$ cat src/rtl/demorgan_sweep_ctrl.sv
// -----------------------------------------------------------------------------
// demorgan_sweep_ctrl
//   Self-test sequencer for the demorgan datapath. On start it drives the four
//   input vectors {A,B} = 00,01,10,11 into one demorgan instance. It holds each
//   vector for SETTLE_CYCLES cycles and then checks all six datapath outputs.
//   The sweep result is reported as a pass flag, a per-vector failure mask and
//   a failing-vector count.
//
// Parameters
//   SETTLE_CYCLES  cycles A/B are held before the outputs are checked (0 -> 1)
//
// Ports
//   clk        in   clock, all state on rising edge
//   reset      in   synchronous, active-high reset
//   start      in   begin a sweep; sampled only in IDLE
//   A, B       out  registered datapath inputs
//   nA, nB, n_AandB, nAornB, n_AorB, nAandnB
//              in   datapath outputs under test
//   busy       out  high while settling or checking
//   done       out  one-cycle pulse at end of sweep
//   pass       out  1 = no failing vector; valid from done until next start
//   fail_mask  out  bit i set = vector {A,B}=i failed
//   err_count  out  number of failing vectors (0..4)
//
// Build option
//   DEMORGAN_SWEEP_STOP_ON_FAIL_EN : when defined, the first failing vector
//   ends the sweep immediately, with A/B holding that vector.
// -----------------------------------------------------------------------------
module demorgan_sweep_ctrl #(
  parameter int SETTLE_CYCLES = 1
) (
  input  logic       clk,
  input  logic       reset,
  input  logic       start,
  output logic       A,
  output logic       B,
  input  logic       nA,
  input  logic       nB,
  input  logic       n_AandB,
  input  logic       nAornB,
  input  logic       n_AorB,
  input  logic       nAandnB,
  output logic       busy,
  output logic       done,
  output logic       pass,
  output logic [3:0] fail_mask,
  output logic [2:0] err_count
);

  localparam int SETTLE_EFF = (SETTLE_CYCLES < 1) ? 1 : SETTLE_CYCLES;
  localparam int CNT_W      = (SETTLE_EFF > 1) ? $clog2(SETTLE_EFF) : 1;
  localparam logic [CNT_W-1:0] CNT_RELOAD = CNT_W'(SETTLE_EFF - 1);

`ifdef DEMORGAN_SWEEP_STOP_ON_FAIL_EN
  localparam logic STOP_ON_FAIL = 1'b1;
`else
  localparam logic STOP_ON_FAIL = 1'b0;
`endif

  typedef enum logic [1:0] {IDLE, SETTLE, CHECK, DONE} state_t;

  state_t           state_q, state_d;
  logic [1:0]       vec_q, vec_d;
  logic [CNT_W-1:0] cnt_q, cnt_d;
  logic             a_q, a_d, b_q, b_d;
  logic             pass_q, pass_d;
  logic [3:0]       mask_q, mask_d;
  logic [2:0]       err_q, err_d;

  logic             vec_fail;
  logic [3:0]       mask_upd;
  logic [2:0]       err_upd;

  always_ff @(posedge clk) begin
    if (reset) begin
      state_q <= IDLE;
      vec_q   <= 2'd0;
      cnt_q   <= '0;
      a_q     <= 1'b0;
      b_q     <= 1'b0;
      pass_q  <= 1'b0;
      mask_q  <= 4'd0;
      err_q   <= 3'd0;
    end else begin
      state_q <= state_d;
      vec_q   <= vec_d;
      cnt_q   <= cnt_d;
      a_q     <= a_d;
      b_q     <= b_d;
      pass_q  <= pass_d;
      mask_q  <= mask_d;
      err_q   <= err_d;
    end
  end

  always_comb begin
    state_d = state_q;
    vec_d   = vec_q;
    cnt_d   = cnt_q;
    a_d     = a_q;
    b_d     = b_q;
    pass_d  = pass_q;
    mask_d  = mask_q;
    err_d   = err_q;

    // Case-inequality so that X/Z from the datapath counts as a mismatch.
    // nAornB and nAandnB are the De Morgan forms of n_AandB and n_AorB.
    vec_fail = (nA      !== ~a_q)          ||
               (nB      !== ~b_q)          ||
               (n_AandB !== ~(a_q & b_q))  ||
               (nAornB  !== ~(a_q & b_q))  ||
               (n_AorB  !== ~(a_q | b_q))  ||
               (nAandnB !== ~(a_q | b_q));
    mask_upd = mask_q | (vec_fail ? (4'b0001 << vec_q) : 4'b0000);
    err_upd  = (vec_fail && (err_q != 3'd4)) ? err_q + 3'd1 : err_q;

    case (state_q)
      IDLE: begin
        if (start) begin
          vec_d   = 2'd0;
          a_d     = 1'b0;
          b_d     = 1'b0;
          mask_d  = 4'd0;
          err_d   = 3'd0;
          pass_d  = 1'b0;
          cnt_d   = CNT_RELOAD;
          state_d = SETTLE;
        end
      end
      SETTLE: begin
        if (cnt_q == '0) state_d = CHECK;
        else             cnt_d   = cnt_q - 1'b1;
      end
      CHECK: begin
        mask_d = mask_upd;
        err_d  = err_upd;
        if ((vec_q == 2'd3) || (STOP_ON_FAIL && vec_fail)) begin
          // pass is registered here so it is already valid in the done cycle
          pass_d  = (err_upd == 3'd0);
          state_d = DONE;
        end else begin
          vec_d      = vec_q + 2'd1;
          {a_d, b_d} = vec_q + 2'd1;
          cnt_d      = CNT_RELOAD;
          state_d    = SETTLE;
        end
      end
      DONE: begin
        state_d = IDLE;
      end
      default: state_d = IDLE;
    endcase
  end

  assign A         = a_q;
  assign B         = b_q;
  assign busy      = (state_q == SETTLE) || (state_q == CHECK);
  assign done      = (state_q == DONE);
  assign pass      = pass_q;
  assign fail_mask = mask_q;
  assign err_count = err_q;

endmodule
$ cat config.mk
export PLATFORM = sky130hd
export DESIGN_NAME = demorgan_sweep_ctrl
export DESIGN_NICKNAME = d
export VERILOG_FILES = /design/src/rtl/demorgan_sweep_ctrl.sv
export SDC_FILE = /design/constraint.sdc
export NUM_CORES = 1
export LEC_CHECK = 0
export ABC_AREA = 1
export BUFFER_PORTS_ARGS = -buffer_cell sky130_fd_sc_hd__buf_2
export CAP_MARGIN = 20
export CORE_ASPECT_RATIO = 1.5
export CORE_MARGIN = 2
export CORE_UTILIZATION = 30
export DETAILED_ROUTE_END_ITERATION = 10
export PLACE_DENSITY = 0.53
export RECOVER_POWER = 50
export REMOVE_ABC_BUFFERS = 1
export SETUP_SLACK_MARGIN = 0.05
export SYNTH_ARGS = -nofsm -noshare
export SYNTH_HDL_FRONTEND = slang
export SYNTH_SLANG_ARGS = --single-unit
$ cat constraint.sdc
create_clock -name clk -period 1.4 [get_ports clk]
set_clock_uncertainty 0.05 [all_clocks]
set_input_delay 0.21 -clock clk [delete_from_list [all_inputs] [get_ports clk]]
set_output_delay 0.21 -clock clk [all_outputs]
set_load 0.02 [all_outputs]
# Word level (Yosys, flattened, before mapping)
# Cells that the tools add are included.
[op_classes]
reduce_logical = 16
shift = 1
multipliers = 0
addsub = 3
bitwise_logic = 7
n_eq_ne = 15
muxes = 23
n_lt_le_gt_ge = 0
div = 0
[ops]
columns = ["op", "n"]
rows = [
  ["2-to-1 mux 2 bit", 5],
  ["AND reduction 3 bit", 3],
  ["2-to-1 mux 4 bit", 2],
  ["!= test 2 bit (second input constant)", 4],
  ["case mux 2 bit (4 select lines)", 1],
  ["case mux 4 bit (2 select lines)", 1],
  ["equality test 2 bit (second input constant)", 3],
  ["logical OR 1 bit", 6],
  ["2-to-1 mux 1 bit", 6],
  ["2-to-1 mux 3 bit", 2],
  ["case inequality test 1 bit", 6],
  ["case mux 1 bit (2 select lines)", 3],
  ["case mux 3 bit (2 select lines)", 1],
  ["NOT 1 bit", 4],
  ["bitwise OR 4 bit", 1],
  ["case mux 2 bit (2 select lines)", 1],
  ["AND reduction 2 bit", 2],
  ["<< shifter 1 x 2 -> 4 bit (first input constant)", 1],
  ["adder 3 x 1 -> 3 bit (second input constant)", 1],
  ["zero test 3 bit", 1],
  ["!= test 3 bit (second input constant)", 1],
  ["case mux 1 bit (3 select lines)", 1],
  ["nonzero test 3 bit", 1],
  ["adder 2 x 1 -> 2 bit (second input constant)", 1],
  ["other kinds (7)", 7],
]
[word_totals]
word_cells = 73
latch_bits = 0
n_memories = 0
romBits = 0
reg_bits = 15
mem_bits_rw = 0

# Depth between registers and ports, before layout
# Gate-level depths: netlist of the first run.
[logic_depth]
ltp_word = 12
ltp_mapped = 12
mapped_depth_nobuf = 12

# Worst setup path before layout of the first run
# OpenSTA, ideal clock, no wires.
[synth_path]
path_type = "register to register"
startpoint = "reg a_q (netlist: A)"
endpoint = "reg pass_q (netlist: pass)"
path_slack_ps = -251
setup_ps = 112
required_ps = 1238
stages_incl_launch_ff = 13
arrival_time_ps = 1488
path_cell_list = "dfxtp_1 -> inv_1 -> ha_1 -> nor2_1 -> nand2_1 -> nand2_2 -> nand3_4 -> nand2_2 -> nand2_1 -> nand2_1 -> nor2_1 -> nand2_1 -> nand2_1"
[synth_between]
elab_chain_len = 12
[synth_rtl]
columns = ["item", "line", "source"]
rows = [
  ["start, declared", "65", "logic a_q, a_d, b_q, b_d;"],
  ["start signal, assigned", "79", "a_q <= 1'b0;"],
  ["start signal, assigned", "88", "a_q <= a_d;"],
  ["bitwise AND 1 bit / NOT 1 bit (equally long branches)", "110, 111, 108", ""],
  ["NOT 1 bit / case inequality test 1 bit (equally long branches)", "110, 111, 108", ""],
  ["case inequality test 1 bit / logical OR 1 bit (equally long branches)", "110, 108", ""],
  ["logical OR 1 bit", "109", "(nB !== ~b_q) ||"],
  ["logical OR 1 bit", "110", "(n_AandB !== ~(a_q & b_q)) ||"],
  ["logical OR 1 bit", "111", "(nAornB !== ~(a_q & b_q)) ||"],
  ["logical OR 1 bit (*)", "112", "(n_AorB !== ~(a_q | b_q)) ||"],
  ["logical AND 1 bit (*)", "115", "err_upd = (vec_fail && (err_q != 3'd4)) ? err_q + 3'd1 : err_q;"],
  ["2-to-1 mux 3 bit (*)", "115", ""],
  ["zero test 3 bit (*)", "139", "pass_d = (err_upd == 3'd0);"],
  ["2-to-1 mux 1 bit (*)", "137", "if ((vec_q == 2'd3) || (STOP_ON_FAIL && vec_fail)) begin"],
  ["case mux 1 bit (2 select lines) (*)", "117", "case (state_q)"],
  ["end signal, assigned", "90", "pass_q <= pass_d;"],
  ["end, declared", "66", "logic pass_q, pass_d;"],
]
# Mark *: on every way between the ends. The rest lies on a longest branch, timed or not. The select of a mux whose other input is x is not followed.
# A chain may end at the register's enable or synchronous reset.

# Worst setup path after layout of the first run
[layout_path]
startpoint = "reg a_q (netlist: A)"
endpoint = "reg mask_q[1] (netlist: fail_mask[1])"
[layout_between]
elab_chain_len = 10
[layout_rtl]
columns = ["item", "line", "source"]
rows = [
  ["bitwise AND 1 bit / NOT 1 bit (equally long branches)", "110, 111, 108", ""],
  ["NOT 1 bit / case inequality test 1 bit (equally long branches)", "110, 111, 108", ""],
  ["case inequality test 1 bit / logical OR 1 bit (equally long branches)", "110, 108", ""],
  ["logical OR 1 bit", "109", ""],
  ["logical OR 1 bit", "110", ""],
  ["logical OR 1 bit", "111", ""],
  ["logical OR 1 bit (*)", "112", ""],
  ["2-to-1 mux 4 bit (*)", "114", "mask_upd = mask_q | (vec_fail ? (4'b0001 << vec_q) : 4'b0000);"],
  ["bitwise OR 4 bit (*)", "114", ""],
  ["case mux 4 bit (2 select lines) (*)", "117", ""],
  ["end signal, assigned", "91", "mask_q <= mask_d;"],
  ["end, declared", "67", "logic [3:0] mask_q, mask_d;"],
]
# Mark *: on every way between the ends. The rest lies on a longest branch, timed or not.

==> flow_summary.yaml, run 1 <==
logic_synthesis:
  synth_top_cells_by_count: "nand2_1, inv_1, dfxtp_1, nor2_1, ha_1"
  synth_top_area_share_pct: 30.09
  async_reset_ff_share_pct: 0
  synth_cell_type_count: 23
  postSynthAreaPerCell_um2: 7.324
  ys_warn_count: 0
  seq_area_frac_synth_pct: 30.09
  synth_seq_cells: 12
  synth_area_leader_cell: "dfxtp_1"
  yosysMostFrequentCell: "nand2_1"
  ys.flop_type: "dfxtp_1"
  synth_edf_count: 0
  syn_inst: 109
  syn_area_um2: 798.3
  yosys-top-cells-area: "dfxtp_1, ha_1, nand2_1"
detailed_routing:
  drt-initial-drc-count: 11
  drc: 0
  drtPass1Iterations: 3
  drt-total-wl_mm: 2.057
  drtAntennaViolNets: 0
  via_count: 827
  drt-wirelength-per-cell_um: 11.56
  avgViaCountPerCell: 4.646
global_routing:
  grt_pass1_wl_mm: 3.132
  grt_overflow: 0
  grt_max_degree: 9
  grt_pass1_vias: 791
  grt_util_all_layers_pct: 13.86
  antenna_found_initial: 0
sta:
  finalSetupViolations: 8
  setup_ws_ns: -0.08486
  finalHoldWorstSlack_ns: 0.1536
  max_freq_mhz: 673.5
  timing.final.max_slew_violations: 0
  rsz0062_at_grt: "true"
  final.min_clock_period_ns: 1.485
  timing.final.crit_share_pct: 106.1
  hold_violations: 0
  max_slew.worst_pin.slew_ns: 0.2681
  max-slew-margin-rel_pct: 82.20
clock_network:
  cts.sinks: 12
  hold_buffers: 0
  ctsRootBufferMaster: "clkbuf_4"
  htreeDepth: 1
  clk_pin_slew_ns: 0.08
  cts_tree: "done"
  clk_path_buf_depth: 2
  cts_buffers: 3
  insertion_delay_ns: 0.28
critical_path:
  crit_start: "A"
  cpPeakStageDelay_ns: 0.37
  worstPathMaxFanout: 7
  startpoint_type: "register"
  critPathCaptureType: "register"
  crit_chain: "buf_6 -> buf_6 -> nand2_2 -> nand2_2 -> nor2_4 -> nand3_4 -> buf_4 -> a31oi_2 -> nor2_1"
  critPathBufInv: 3
  required_ns: 1.52
  critPathSlowestCell: "dfxtp_4"
  cp_top_family: "buffers and inverters"
  critPathKind: "reg -> reg"
  r2r-start: "A"
  arrival_ns: 1.61
die:
  initial_core_util_pct: 32.22
  io_pins: 21
  die_x_um: 46.12
  core_area_um2: 2477
  die_area_um2: 3098
  rows: 22
  die_h_um: 67.18
job:
  cap_viol_max_count: 0
power:
  power.leakage_nw: 0.5933
  vdd_drop_max_mv: 0.5804
  power.density_nw_per_um2: 1044
run_status:
  violations: "setup timing"
  status: "finished with violations"
cells_and_area:
  num_antenna_cells: 0
  ff_latch_area_um2: 251.5
  fin_nets: 174
  multi_input_area_um2: 630.6
  final_cell_area_um2: 1314
  drive_above_1_share_pct: 59.09
  nFillCells: 252
  area_growth_pct: 64.58
placed_design:
  dpl.hpwl_mm: 1.460
  port_buffers: 20
  globalplace.congestion: 0.8059
  placed_area_um2: 1037
worst_hold_path:
  hold_class: "in -> reg"
  min_from: "reset"
logic make-up after synthesis:
| kind of cell | synth area share, % |
|---|---|
| and+or+nand+nor | 31.35 |
| buffers and inverters | 9.404 |
| AOI/OAI and AO/OA | 12.38 |
| DFF | 30.09 |
| adders and majority gates | 15.67 |
| xor gates and xnor gates | 1.097 |
layout by cell type (no fill, tap or decap), types with 4 or more instances in the layout:
cell	n
buf_4	17
nand2_1	16
nand2_2	12
buf_2	12
inv_1	9
nor2_1	8
buf_6	8
dfxtp_1	7
inv_2	6
a21oi_2	5
ha_1	5
clkbuf_1	5
nor2_4	4
nand3_1	4
path summary, 6_finish.rpt:
| kind | endpoint | slack (ns) | cells after the start |
|---|---|---|---|
| hold reg to reg | fail_mask[3] | 0.42 | 2 |
| setup reg to reg | fail_mask[1] | -0.08 | 9 |
| hold / removal | err_count[0] | 0.15 | 2 |
| setup / recovery | fail_mask[1] | -0.08 | 9 |
power by group:
| group | leakage [nW] | total, mW | switching [mW] | internal [mW] |
|---|---|---|---|---|
| Clock | 0.0210 | 0.283 | 0.124 | 0.158 |
| Sequential | 0.100 | 0.417 | 0.0393 | 0.378 |
| Combinational | 0.472 | 0.672 | 0.346 | 0.326 |
| Total | 0.593 | 1.37 | 0.510 | 0.862 |
area by class of cell:
type / instances / share of cell area (%)
timing repair buffer: 42 / 22.57
tap: 24 / 2.286
sequential: 12 / 19.14
clock buffer: 4 / 2.762
inverter: 17 / 5.238
multi-input combinational: 79 / 48.00
flip-flops by register name (all words and copies together), names as in the netlist:
| signal | flops |
|---|---|
| A | 1 |
| B | 1 |
| err_count | 3 |
| fail_mask | 4 |
| pass | 1 |
| state_q | 2 |
stage by stage:
step | power [mW] | setup TNS, ns | setup slack [ns] | utilization [%] | instances
after global placement | 0.8804 | -0.5801 | -0.1450 | 41.87 | 168
after CTS | 1.259 | -0.3609 | -0.08628 | 48.28 | 175
final | 1.372 | -0.4577 | -0.08486 | 53.03 | 178
after global routing | 1.466 | -1.090 | -0.1704 | 53.03 | 178
after detailed placement | 0.8829 | -0.8716 | -0.1855 | 41.87 | 168
after floorplan | 0.6805 | -1.393 | -0.2506 | - | 108
repair_timing:
item	CTS	global route
setup endpoints to repair	12	15
hold endpoints to repair	0	0
cloned	0	0
pin swaps	12	10
buffers inserted	3	3
resized for setup	28	30
layer usage:
metal | vias to the layer above | part of all wire (%) | track usage [%]
li1 | 439 | - | -
met1 | 366 | 38 | 14.10
met2 | 19 | 57 | 26.91
met3 | 3 | 4.2 | 3.209
met4 | 0 | 1.2 | 3.214
met5 | - | 0 | 0
Note: power is estimated with default switching activity, not from simulation.
==> inputs of run 2 (changes only) <==
- CORE_ASPECT_RATIO: 1.5 -> 1.25
==> run 2 against run 1 <==
  * The run still ends with setup timing left
  * Register-to-register slack about the same
  * Clock-buffer cell count is the same
  * Sequential cell count is the same
  * Design area increased by 3.0%
  * Via count up 3.0%
  * Routed wire length rose by 6.7%
==> flow_summary.yaml, run 2 (synthesis gave the netlist of run 1 again) <==
die:
  core_area_um2: 2477
  die_area_um2: 3092
  initial_core_util_pct: 32.22
  die_h_um: 61.67
  io_pins: 21
  rows: 20
  die_x_um: 50.14
sta:
  timing.final.max_slew_violations: 0
  hold_violations: 0
  max-slew-margin-rel_pct: 79.37
  max_freq_mhz: 668.4
  rsz0062_at_grt: "true"
  finalSetupViolations: 8
  setup_ws_ns: -0.09606
  timing.final.crit_share_pct: 106.9
  max_slew.worst_pin.slew_ns: 0.3083
  finalHoldWorstSlack_ns: 0.1687
  final.min_clock_period_ns: 1.496
  setup-tns-final_ns: -0.5238
clock_network:
  htreeDepth: 1
  hold_buffers: 0
  clk_pin_slew_ns: 0.09
  ctsRootBufferMaster: "clkbuf_4"
  clk_path_buf_depth: 2
  cts_buffers: 3
  insertion_delay_ns: 0.28
  cts_tree: "done"
  cts.sinks: 12
placed_design:
  port_buffers: 20
  dp_slack_ns: -0.1625
  globalplace.congestion: 0.7666
  dpl.hpwl_mm: 1.478
worst_hold_path:
  min_from: "reset"
  hold_class: "in -> reg"
global_routing:
  grt_max_degree: 9
  grt_pass1_wl_mm: 3.436
  grt_pass1_vias: 808
  grt_overflow: 0
  grt_util_all_layers_pct: 14.72
  antenna_found_initial: 0
critical_path:
  critPathCaptureType: "register"
  required_ns: 1.58
  crit_start: "B"
  critPathKind: "reg -> reg"
  arrival_ns: 1.67
  worstPathMaxFanout: 6
  r2r-start: "B"
  startpoint_type: "register"
cells_and_area:
  mostFrequentLayoutCells: "nand2_2, buf_4, nand2_1"
  fin_util_pct: 54.65
  drive_above_1_share_pct: 60.13
  area_growth_pct: 69.59
  largest_reg_flops: 4
  num_antenna_cells: 0
  fin_nets: 173
run_status:
  status: "finished with violations"
  violations: "setup timing"
detailed_routing:
  top_layer_used: "met4"
  wl_met2_mm: 1.223
  drtAntennaViolNets: 0
  met1_length_um: 848
  drt-total-wl_mm: 2.195
  drt-wirelength-per-cell_um: 11.80
  avgViaCountPerCell: 4.581
  drtPass1Iterations: 4
  wl_met3_um: 88
  via_count: 852
  drc: 0
  drt-initial-drc-count: 8
power:
  power.density_nw_per_um2: 1034
  power.leakage_nw: 0.5843
  total_power_mw: 1.399
  vdd_drop_max_mv: 0.6044
job:
  cap_viol_max_count: 0
==> run 2: changes by cell type in the layout (fill, tap and decap cells not counted), sizes merged <==
cell | before | now
clkbuf | 9 | 10
buf | 37 | 35
==> run 2: repair_timing <==
action	CTS	global route
endpoints found under the setup margin	12	15
resized for setup	28	39
setup buffers	4	3
pin swaps	7	16
==> run 2: worst paths after layout <==
check,end,slack (ns),cells after the start
setup / recovery,err_count[2],-0.1,11
hold reg to reg,pass,0.42,2
hold / removal,err_count[0],0.17,2
setup reg to reg,err_count[2],-0.1,11
==> run 2: power by group <==
| part | switching [mW] | total [mW] | internal, mW |
|---|---|---|---|
| registers | 0.0391 | 0.417 | 0.378 |
| clock network | 0.133 | 0.291 | 0.158 |
| logic | 0.369 | 0.691 | 0.321 |
| total | 0.542 | 1.40 | 0.858 |
==> run 2: final cells by class <==
cell class / count / area [um^2]
sequential: 12 / 252.7
fill: 235 / 1124
clock buffer: 4 / 36.28
timing repair buffer: 41 / 291.5
tap: 33 / 41.29
multi-input combinational: 79 / 658.1
inverter: 17 / 73.82
==> run 2: metal layers <==
metal,GRT usage (%),up-vias
li1,-,435
met1,15.75,391
met2,28.76,21
met3,2.427,5
met4,5.952,0
met5,0,-
==> run 2: per-stage QoR <==
| stage | area (um^2) | std cells |
|---|---|---|
| 4_1_cts | 1205 | 184 |
| 5_1_grt | 1354 | 186 |
| 2_1_floorplan | 787.0 | 108 |
| 6_report | 1354 | 186 |
| 3_3_place_gp | 1041 | 176 |
| 3_5_place_dp | 1041 | 176 |
==> run 2: worst max-delay path, cell delays in order, from the launching register on <==
cell,delay (ns)
dfxtp_4,0.39
inv_4,0.05
ha_4,0.16
nor2_2,0.08
nand2_1,0.08
nand2_2,0.10
nand3_4,0.11
nand2_4,0.10
nand2_2,0.06
nand2_2,0.08
nand2_2,0.05
a21oi_2,0.14
==> inputs of run 3 (changes only) <==
- BUFFER_PORTS_ARGS: -buffer_cell sky130_fd_sc_hd__buf_2 -> -buffer_cell sky130_fd_sc_hd__buf_4
- GPL_ROUTABILITY_DRIVEN: not set -> 0
==> run 3 against run 2 <==
  * The flow still finishes with violations (setup timing)
  * Setup slack improved by 0.051 ns
  * Largest cell class unchanged
  * Clock-buffer cell count did not move
  * Sequential cell count did not move
  * Highest routed layer unchanged
  * Non-clock buffer count fell by 3
  * Sequential share of layout area rose by 0.73 points
  * Clock power barely moved
  * Combinational power fell by 6.8%
  * Global-route usage fell by 0.69 points
  * Power fell by 4.1%
  * Via count fell by 1.8%
  * Register-to-register slack improved by 0.05 ns
==> flow_summary.yaml, run 3 (synthesis gave the netlist of run 1 again) <==
run_status:
  status: "finished with violations"
  violations: "setup timing"
global_routing:
  grt_max_degree: 9
  antenna_found_initial: 0
  grt_overflow: 0
  grt_pass1_vias: 832
  grt_pass1_wl_mm: 3.270
  grt_util_all_layers_pct: 14.03
power:
  vdd_drop_max_mv: 0.7320
  pwr-share-comb_pct: 48.0
  internal_power_mw: 0.8403
  power.density_nw_per_um2: 1040
  swShare_pct: 37.36
  p_switching_mw: 0.5011
  total_power_mw: 1.341
  power.leakage_nw: 0.5631
  power_frac_clock_pct: 21.4
  seqPwrFrac_pct: 30.6
clock_network:
  cts.sinks: 12
  ctsRootBufferMaster: "clkbuf_4"
  clk_pin_slew_ns: 0.09
  cts_tree: "done"
  cts_buffers: 3
  insertion_delay_ns: 0.28
  htreeDepth: 1
  clk_path_buf_depth: 2
  hold_buffers: 0
detailed_routing:
  drt-total-wl_mm: 1.979
  drtPass1Iterations: 4
  drt-wirelength-per-cell_um: 10.81
  via_count: 837
  drtAntennaViolNets: 0
  drt-initial-drc-count: 14
  drc: 0
  avgViaCountPerCell: 4.574
cells_and_area:
  drive_above_1_share_pct: 51.33
  final_cell_area_um2: 1290
  final_cell_count_no_fill: 183
  num_antenna_cells: 0
  mostFrequentLayoutCells: "buf_4, nand2_1, inv_1, nand2_2"
  fin_nets: 170
  largest_reg_flops: 4
  mostFrequentLayoutCell: "buf_4"
  area_growth_pct: 61.60
die:
  initial_core_util_pct: 32.22
  die_area_um2: 3092
  io_pins: 21
  core_area_um2: 2477
  rows: 20
  die_x_um: 50.14
  die_h_um: 61.67
critical_path:
  arrival_ns: 1.61
  startpoint_type: "register"
  critPathCaptureType: "register"
  critPathKind: "reg -> reg"
  required_ns: 1.56
  worstPathMaxFanout: 6
  critPathSlowestCell: "dfxtp_4"
  timing.critical_path.mode_cell: "nand2_1"
  cpPeakStageDelay_ns: 0.40
  r2r_cells: 11
  crit_chain: "inv_4 -> ha_4 -> nor2_4 -> nand2_1 -> nand2_2 -> nand3_4 -> nand2_2 -> nand2_1 -> nand2_1 -> nand2_1 -> a21oi_2"
worst_hold_path:
  hold_class: "in -> reg"
  holdPathStages: 2
sta:
  final.min_clock_period_ns: 1.445
  setup-tns-final_ns: -0.2215
  setup_ws_ns: -0.04482
  timing.final.max_slew_violations: 0
  finalSetupViolations: 7
  rsz0062_at_grt: "true"
  timing.final.crit_share_pct: 103.2
  hold_violations: 0
  max_freq_mhz: 692.1
  max_slew.worst_pin.slew_ns: 0.2652
  max-slew-margin-rel_pct: 82.39
placed_design:
  placed_area_um2: 1084
  dp_slack_ns: -0.1519
  placed_cells: 175
  port_buffers: 20
  dpl.hpwl_mm: 1.475
job:
  cap_viol_max_count: 0
-- run 3: cell count changes in the layout (fill, tap and decap cells not counted), sizes merged --
cell  delta
buf      -3
-- run 3: metrics by stage --
step                util, %  hold slack, ns
finish                52.07          0.1056
global route          52.07          0.1172
CTS                   49.70          0.1051
detailed placement    43.74          0.3956
global placement      43.74          0.3926
floorplan                 -          0.2224
-- run 3: cell type report --
class / count / area [um^2]
Tap cell: 33 / 41.29
Multi-Input combinational cell: 79 / 610.6
Fill cell: 235 / 1187
Timing Repair Buffer: 38 / 277.8
Sequential cell: 12 / 250.2
Clock buffer: 4 / 36.28
Inverter: 17 / 73.82
-- run 3: worst max-delay path, delay by kind of cell (launching register included) --
| kind | cells | cell delay [ns] |
|---|---|---|
| adder cells (fa/ha/maj) | 1 | 0.17 |
| AND/OR/NAND/NOR | 8 | 0.59 |
| AO/OA/AOI/OAI | 1 | 0.11 |
| buffers and inverters | 1 | 0.05 |
| flip-flops | 1 | 0.40 |
-- run 3: power groups by stage --
stage / clock network (mW) / registers (mW) / logic, mW
after floorplan: 0 / 0.428 / 0.253
after global placement: 0 / 0.407 / 0.491
after detailed placement: 0 / 0.408 / 0.495
after CTS: 0.288 / 0.407 / 0.600
after global routing: 0.299 / 0.417 / 0.703
final: 0.288 / 0.410 / 0.644
-- run 3: final timing paths --
kind	from	end	slack [ns]
max	B	err_count[2]	-0.04
min	reset	err_count[0]	0.11
max reg2reg	B	err_count[2]	-0.04
min reg2reg	pass	pass	0.42
-- run 3: layer usage --
layer	vias to the layer above	track usage (%)	share of wire, %
met1	383	14.81	42
met5	-	0	0
met3	4	2.670	4.8
met4	0	5.952	1.3
li1	430	-	-
met2	20	27.26	52
-- run 3: timing repair --
action / 4_1_cts / 5_1_grt
gates resized for setup: 29 / 16
setup buffers: 2 / 2
pin swaps: 12 / 15
setup endpoints to repair: 11 / 13
